## config.mk

```make
export PLATFORM = sky130hd
export DESIGN_NAME = hex_display_sweeper
export DESIGN_NICKNAME = d
export VERILOG_FILES = /design/src/rtl/hex_display_sweeper.sv
export SDC_FILE = /design/constraint.sdc
export NUM_CORES = 1
export LEC_CHECK = 0
export ABC_AREA = 1
export CORE_ASPECT_RATIO = 0.8
export CORE_MARGIN = 3
export CORE_UTILIZATION = 40
export DETAILED_ROUTE_END_ITERATION = 8
export GPL_TIMING_DRIVEN = 0
export SYNTH_ARGS = -nofsm -noshare
export SYNTH_HDL_FRONTEND = slang
export SYNTH_SLANG_ARGS = --single-unit
```

## constraint.sdc

```tcl
create_clock -name clk -period 3.9 [get_ports clk]
set_input_delay 0.975 -clock clk [delete_from_list [all_inputs] [get_ports clk]]
set_output_delay 0.975 -clock clk [all_outputs]
set_load 0.03 [all_outputs]
```

## src/rtl/hex_display_sweeper.sv

```systemverilog
// Time-multiplexes one shared hex-to-7-segment decoder across NUM_DIGITS digits,
// capturing each decoded pattern into a per-digit output register.
module hex_display_sweeper #(
  parameter int NUM_DIGITS = 4,
  parameter int SCAN_DIV   = 50000
) (
  input  logic                    clk,
  input  logic                    reset,
  input  logic                    load,
  input  logic [4*NUM_DIGITS-1:0] value,
  input  logic                    blank_lz,
  output logic [3:0]              dec_sw,
  input  logic [6:0]              dec_hex,
  output logic [7*NUM_DIGITS-1:0] hex_flat,
  output logic                    busy,
  output logic                    done
);

  localparam int IW = (NUM_DIGITS > 1) ? $clog2(NUM_DIGITS) : 1;
  localparam int CW = (SCAN_DIV > 1) ? $clog2(SCAN_DIV) : 1;
  localparam logic [IW-1:0] IDX_LAST = IW'(NUM_DIGITS - 1);
  localparam logic [IW-1:0] IDX_ONE  = IW'(1);
  localparam logic [CW-1:0] DIV_LAST = CW'(SCAN_DIV - 1);
  localparam logic [CW-1:0] DIV_ONE  = CW'(1);
  localparam logic [IW+2:0] SEG_W    = (IW+3)'(7);

  typedef enum logic [1:0] {
    IDLE    = 2'd0,
    DRIVE   = 2'd1,
    CAPTURE = 2'd2
  } state_t;

  state_t                    state_r, state_nxt;
  logic [IW-1:0]             idx_r, idx_nxt;
  logic [4*NUM_DIGITS-1:0]   shadow_r, shadow_nxt;
  logic [4*NUM_DIGITS-1:0]   pbuf_r, pbuf_nxt;
  logic                      pend_r, pend_nxt;
  logic [NUM_DIGITS-1:0]     mask_r, mask_nxt;
  logic [3:0]                dec_sw_r, dec_sw_nxt;
  logic [7*NUM_DIGITS-1:0]   hex_r, hex_nxt;
  logic                      busy_r, busy_nxt;
  logic                      done_r, done_nxt;
  logic [CW-1:0]             div_r;
  logic                      tick_s;
  logic [IW+2:0]             off_s;

  // Digit i>=1 is blanked when it and every more significant nibble are zero.
  function automatic logic [NUM_DIGITS-1:0] lz_mask(input logic [4*NUM_DIGITS-1:0] v,
                                                    input logic en);
    logic zeros;
    zeros   = 1'b1;
    lz_mask = {NUM_DIGITS{1'b0}};
    for (int i = NUM_DIGITS - 1; i >= 1; i--) begin
      zeros      = zeros & (v[4*i +: 4] == 4'h0);
      lz_mask[i] = zeros & en;
    end
  endfunction

  function automatic logic [3:0] nibble_sel(input logic [4*NUM_DIGITS-1:0] v,
                                            input logic [IW-1:0] k);
    nibble_sel = v[{k, 2'b00} +: 4];
  endfunction

  assign tick_s = (div_r == DIV_LAST);

  // Free-running refresh divider.
  always_ff @(posedge clk or posedge reset) begin
    if (reset) begin
      div_r <= {CW{1'b0}};
    end else if (tick_s) begin
      div_r <= {CW{1'b0}};
    end else begin
      div_r <= div_r + DIV_ONE;
    end
  end

  // Sweep sequencing: next state plus next value of every registered output.
  always_comb begin
    state_nxt  = state_r;
    idx_nxt    = idx_r;
    shadow_nxt = shadow_r;
    pbuf_nxt   = pbuf_r;
    pend_nxt   = pend_r;
    mask_nxt   = mask_r;
    dec_sw_nxt = dec_sw_r;
    hex_nxt    = hex_r;
    busy_nxt   = busy_r;
    done_nxt   = 1'b0;
    off_s      = {3'b000, idx_r} * SEG_W;

    case (state_r)
      IDLE: begin
        if (load || pend_r || tick_s) begin
          if (load) begin
            shadow_nxt = value;
          end else if (pend_r) begin
            shadow_nxt = pbuf_r;
          end else begin
            shadow_nxt = shadow_r;
          end
          pend_nxt   = 1'b0;
          idx_nxt    = {IW{1'b0}};
          busy_nxt   = 1'b1;
          mask_nxt   = lz_mask(shadow_nxt, blank_lz);
          dec_sw_nxt = shadow_nxt[3:0];
          state_nxt  = DRIVE;
        end else begin
          state_nxt = IDLE;
        end
      end
      DRIVE: begin
        state_nxt = CAPTURE;
      end
      CAPTURE: begin
        if (mask_r[idx_r]) begin
          hex_nxt[off_s +: 7] = 7'h7F;
        end else begin
          hex_nxt[off_s +: 7] = dec_hex;
        end
        if (idx_r == IDX_LAST) begin
          busy_nxt  = 1'b0;
          done_nxt  = 1'b1;
          state_nxt = IDLE;
        end else begin
          idx_nxt    = idx_r + IDX_ONE;
          dec_sw_nxt = nibble_sel(shadow_r, idx_nxt);
          state_nxt  = DRIVE;
        end
      end
      default: begin
        state_nxt = IDLE;
        busy_nxt  = 1'b0;
      end
    endcase

    // A load arriving mid-sweep is deferred; only the latest one is kept.
    if (load && (state_r != IDLE)) begin
      pend_nxt = 1'b1;
      pbuf_nxt = value;
    end else begin
      pbuf_nxt = pbuf_nxt;
    end
  end

  // State and output registers.
  always_ff @(posedge clk or posedge reset) begin
    if (reset) begin
      state_r  <= IDLE;
      idx_r    <= {IW{1'b0}};
      shadow_r <= {(4*NUM_DIGITS){1'b0}};
      pbuf_r   <= {(4*NUM_DIGITS){1'b0}};
      pend_r   <= 1'b0;
      mask_r   <= {NUM_DIGITS{1'b0}};
      dec_sw_r <= 4'h0;
      hex_r    <= {NUM_DIGITS{7'h7F}};
      busy_r   <= 1'b0;
      done_r   <= 1'b0;
    end else begin
      state_r  <= state_nxt;
      idx_r    <= idx_nxt;
      shadow_r <= shadow_nxt;
      pbuf_r   <= pbuf_nxt;
      pend_r   <= pend_nxt;
      mask_r   <= mask_nxt;
      dec_sw_r <= dec_sw_nxt;
      hex_r    <= hex_nxt;
      busy_r   <= busy_nxt;
      done_r   <= done_nxt;
    end
  end

  assign dec_sw   = dec_sw_r;
  assign hex_flat = hex_r;
  assign busy     = busy_r;
  assign done     = done_r;

endmodule
```

Yosys cells after proc, flatten, opt, wreduce, memory -nomap -nowiden:

Cells that the tools add are included.

* add/sub/neg operators: 3
* multipliers: 1
* order comparisons: 1
* equality and inequality tests: 7
* shift operators: 4
* muxes and demuxes: 27
* bitwise gates (word level): 6
* reductions and logical operators: 15

Operators with widths (count)
* $mux 16: 5
* $bwmux 28: 2
* $mux 28: 1
* $shift 7x7->28 const A: 1
* $shiftx 7x7->28: 1
* $shiftx 7x7->28 const A: 1
* $add 16x1->16 const B: 1
* $eq 16x16->1 const B: 1
* $shiftx 16x5->4: 1
* $logic_not 4->1: 3
* $mux 1: 10
* $mux 4: 2
* $pmux 4 s2: 1
* $reduce_bool 2->1: 4
* $neg 5->7: 1
* $ne 2x2->1 const B: 3
* $pmux 2 s3: 1
* $reduce_and 3->1: 2
* $and 1x1->1: 5
* $mul 2x3->5 const B: 1
* $eq 2x2->1 const B: 2
* $mux 2: 2
* $pmux 2 s2: 1
* $reduce_and 2->1: 2
* 9 further kinds: 10

* register bits after elaboration: 90
* bits of input ports: 27
* output and inout port bits: 34
* logic and storage cells: 75

Depth between registers and ports, before layout:

* depth in word-level cells: 8
* mapped depth: 11
* depth with buffers taken out: 10

Worst setup path before layout:

OpenSTA, ideal clock, no wires.

* path kind: input port to flip-flop
* start: input port load
* end: register dec_sw_r[0] (netlist: dec_sw[0])
* setup time: 73 ps
* data arrival time: 1892 ps
* required time: 3827 ps
* setup slack: 1935 ps
* cell stages on the path: 8
* path buffers: 3
* cells stage by stage: buf_4 inv_2 buf_4 buf_4 nand3_1 o21ai_0 o21a_1 a21oi_2

* word-level cells in the longest chain between the ends: 5
* elaborated cells on any way between the ends: 9
* classes of those cells: eq/ne: 1; mux: 5; reduce/logical: 3

RTL lines
* from (decl): RTL line 9 `input logic load,`
* $mux 16: RTL line 94 `if (load) begin`
* $mux 16: RTL line 93 `if (load || pend_r || tick_s) begin`
* $mux 16: RTL line 91 `case (state_r)`
* $mux 4: RTL line 93
* $pmux 4 s2: RTL line 91
* to (signal assigned): RTL line 165 `dec_sw_r <= dec_sw_nxt;`
* to (decl): RTL line 39 `logic [3:0] dec_sw_r, dec_sw_nxt;`

Several ways; a longest one is shown, not always the timed one. The select of a mux whose other input is x is not followed.
A chain may end at the register's enable or synchronous reset.

Final worst setup path:

* start: register hex_r[24] (netlist: hex_flat[24])
* end: output port hex_flat[24]

RTL lines
* from (decl): RTL line 40 `logic [7*NUM_DIGITS-1:0] hex_r, hex_nxt;`
* from (signal assigned): RTL line 155 `hex_r <= {NUM_DIGITS{7'h7F}};`
* from (signal assigned): RTL line 166 `hex_r <= hex_nxt;`
* to (decl): RTL line 14 `output logic [7*NUM_DIGITS-1:0] hex_flat,`

No word-level cell between the ends.

==> impl_metrics.py <==
metrics = {
    "status": {
        "outcome": "finished clean",
    },
    "job": {
        "maxCapViolations": 0,
    },
    "timing": {
        "skew_ns": 0.00538,
        "worst_slack_ns": 1.38,
        "slew_headroom_pct": 69.7,
        "hold_viol_final": 0,
        "period_minus_slack_ns": 2.52,
        "fin_crit_sh_pct": 64.5,
        "max_freq_mhz": 397,
        "slew_violations": 0,
        "worstMarginPinSlew_ns": 0.454,
        "rsz0062_at_grt": "no",
        "finalSetupViolCount": 0,
    },
    "power_and_ir_drop": {
        "power_density_nw_per_um2": 818,
        "leakagePower_nw": 2.53,
        "total_power_mw": 4.55,
        "max-vdd-ir-drop_mv": 0.314,
    },
    "critical_path": {
        "cp_max_fo": 2,
        "end_kind": "output pin",
        "max_stage_delay_ns": 0.67,
        "cp.required_ns": 2.92,
        "critPathLaunch": "hex_flat[24]",
        "crit_family": "buffers and inverters",
        "cp_data_arrival_time_ns": 1.54,
        "critical_path_class": "reg -> out",
        "cpMaxStageDelayCell": "clkdlybuf4s50_1",
        "path_cells": "clkdlybuf4s50_1",
        "reg2reg_from": "idx_r[0]",
        "cp_num_buf_inv": 1,
        "start_kind": "flop",
    },
    "place": {
        "detailed_place_hpwl_um": 7770,
        "routabilityCongestion": 0.910,
        "port_buffers": 59,
        "dpl.cell_count": 707,
        "pre_cts_ws_ns": 1.66,
    },
    "logic_synthesis": {
        "netlist_area_um2": 4500,
        "synth_fa_ha_area_share_pct": 1.39,
        "synth_xor_area_share_pct": 1.17,
        "netlist_instances": 507,
        "synth-edff-count": 0,
        "synth_compound_area_share_pct": 15.4,
        "synth_top_area_cell": "dfrtp_1",
        "yosys-top-cells-area": "dfrtp_1 (34%), dfstp_2 (16%), nand2_1 (8.7%)",
        "seq_area_frac_synth_pct": 50.8,
        "yosys_warnings": 0,
        "synth-seq-cells": 90,
        "postSynth.asyncResetShare_pct": 100,
        "synth_top_family_by_area": "simple AND/OR/NAND/NOR gates",
        "synthFlopType": "dfrtp_1",
        "synth_top_area_share_pct": 34.5,
        "synth_fp_nets": 539,
        "yosysUniqueCellTypes": 37,
        "synthSimpleGateAreaFrac_pct": 19.7,
        "synth_mux_area_share_pct": 3.73,
        "yosysMostFrequentCell": "nand2_1",
        "synth_common_cells": "nand2_1 (104), dfrtp_1 (62), inv_1 (48)",
        "syn_area_per_cell_um2": 8.87,
    },
    "min_path": {
        "min_from": "div_r[0]",
        "hp-class": "reg -> reg",
    },
    "cts": {
        "numClockSinks": 90,
        "cts-resized-gates": 0,
        "cts_buffers": 9,
        "cts_setup_buffers": 0,
        "clkLatencyLatePin_ns": 0.34,
        "holdBufCountCts": 0,
        "cts_buffer_depth": 2,
        "clk_pin_slew_ns": 0.06,
        "cts_max_level": 3,
        "root_buffer": "clkbuf_16",
        "cts_tree": "yes",
    },
    "drt": {
        "wl_um": 10300,
        "wl_per_cell_um": 14.3,
        "vias": 3617,
        "drcViolationCount": 0,
        "avgViaCountPerCell": 5.00,
        "dr.pass1.iters": 4,
        "final_antenna_net_count": 0,
        "drt_iter0_drc": 284,
    },
    "cells_and_area": {
        "final_cells": 723,
        "n_fill_cell": 999,
        "syn2layout_area_growth_pct": 23.6,
        "final_nets": 610,
        "n_antenna_cell": 0,
        "drive_gt1_share_pct": 17.7,
    },
    "floorplanning": {
        "die_w_um": 125,
        "core_um2": 10600,
        "dieArea_um2": 12600,
        "initial_core_util_pct": 42.4,
        "pin_count": 61,
        "row_count": 33,
        "die_height_um": 101,
    },
    "global_routing": {
        "grt_overflow_total": 0,
        "grt_pass1_wl_um": 17400,
        "track_usage_pct": 17.1,
        "grt_pass1_vias": 3600,
        "grt_max_degree": 60,
        "antenna_found_initial": 0,
    },
}
## final timing paths
kind / end / slack (ns) / cells after the start
worst max-delay path: hex_flat[24] / 1.38 / 1
worst min-delay path: div_r[0] / 0.46 / 1
worst max register to register: hex_flat[15] / 1.60 / 10
worst min register to register: div_r[0] / 0.46 / 1
max in group asynchronous: hex_flat[18] / 2.22 / 3
min in group asynchronous: div_r[3] / 1.00 / 2
## state kept, by name (all words and copies together), names as in the netlist
name      cells
shadow_r     16
mask_r        3
done          1
state_r       2
busy          1
idx_r         2
hex_flat     28
pbuf_r       16
dec_sw        4
pend_r        1
div_r        16
## power breakdown
part | leakage [nW] | internal [mW] | switching [mW]
logic | 1.34 | 0.866 | 1.25
clock network | 0.130 | 0.448 | 0.345
registers | 1.06 | 1.41 | 0.230
## layout make-up
type | instances | area, um^2 | area share [%]
timing repair buffer | 60 | 618 | 11.1
clock buffer | 13 | 250 | 4.50
buffer | 25 | 141 | 2.54
clock inverter | 3 | 17.5 | 0.315
tap | 140 | 175 | 3.15
multi-input combinational | 336 | 1860 | 33.4
inverter | 56 | 213 | 3.82
sequential | 90 | 2290 | 41.1
## layout by cell type, fill, tap and decap left out, types with 3 or more instances in the layout
cell type,netlist,final
buf_4,5,5
xor2_1,5,5
o21ai_0,17,17
a21oi_2,3,3
clkdlybuf4s50_1,0,59
inv_2,7,7
ha_1,5,5
a22oi_1,14,14
clkbuf_16,0,9
nor3_1,5,5
nand2_2,5,5
nor2_2,6,6
dfrtp_1,62,62
buf_2,14,14
a31oi_1,14,14
nor2_1,31,31
a2bb2oi_1,14,14
nand2_1,104,104
o21a_1,5,5
clkbuf_1,4,7
o21ai_1,24,24
dfstp_2,28,28
nand3_1,44,44
a21oi_1,13,13
inv_1,48,47
mux2_2,14,14
nand2_4,3,3
## routing by layer
layer	up-vias	part of all wire [%]	GRT usage, %
met5	-	0	0
met4	0	0.60	4.47
met3	4	3.3	4.13
met2	63	46	26.6
met1	1724	50	24.1
li1	1826	-	-
## per-stage QoR
step	setup TNS (ns)	hold slack, ns	area [um^2]	utilization (%)
2_1_floorplan	0	0.433	4500	-
3_3_place_gp	-49.89	0.449	5260	49.6
3_5_place_dp	0	0.459	5290	49.9
4_1_cts	0	0.467	5560	52.4
5_1_grt	0	0.489	5560	52.4
6_report	0	0.461	5560	52.4
## cells by family (layout without fill, tap and decap cells)
logic type | count (synthesis) | in the layout
AOI/OAI and AO/OA | 108 | 108
xor gates and xnor gates | 6 | 6
adders and majority gates | 5 | 5
buffers and inverters | 81 | 157
DFF | 90 | 90
muxes | 15 | 15
and+or+nand+nor | 202 | 202
No activity file was read; power rests on OpenSTA's default activity.
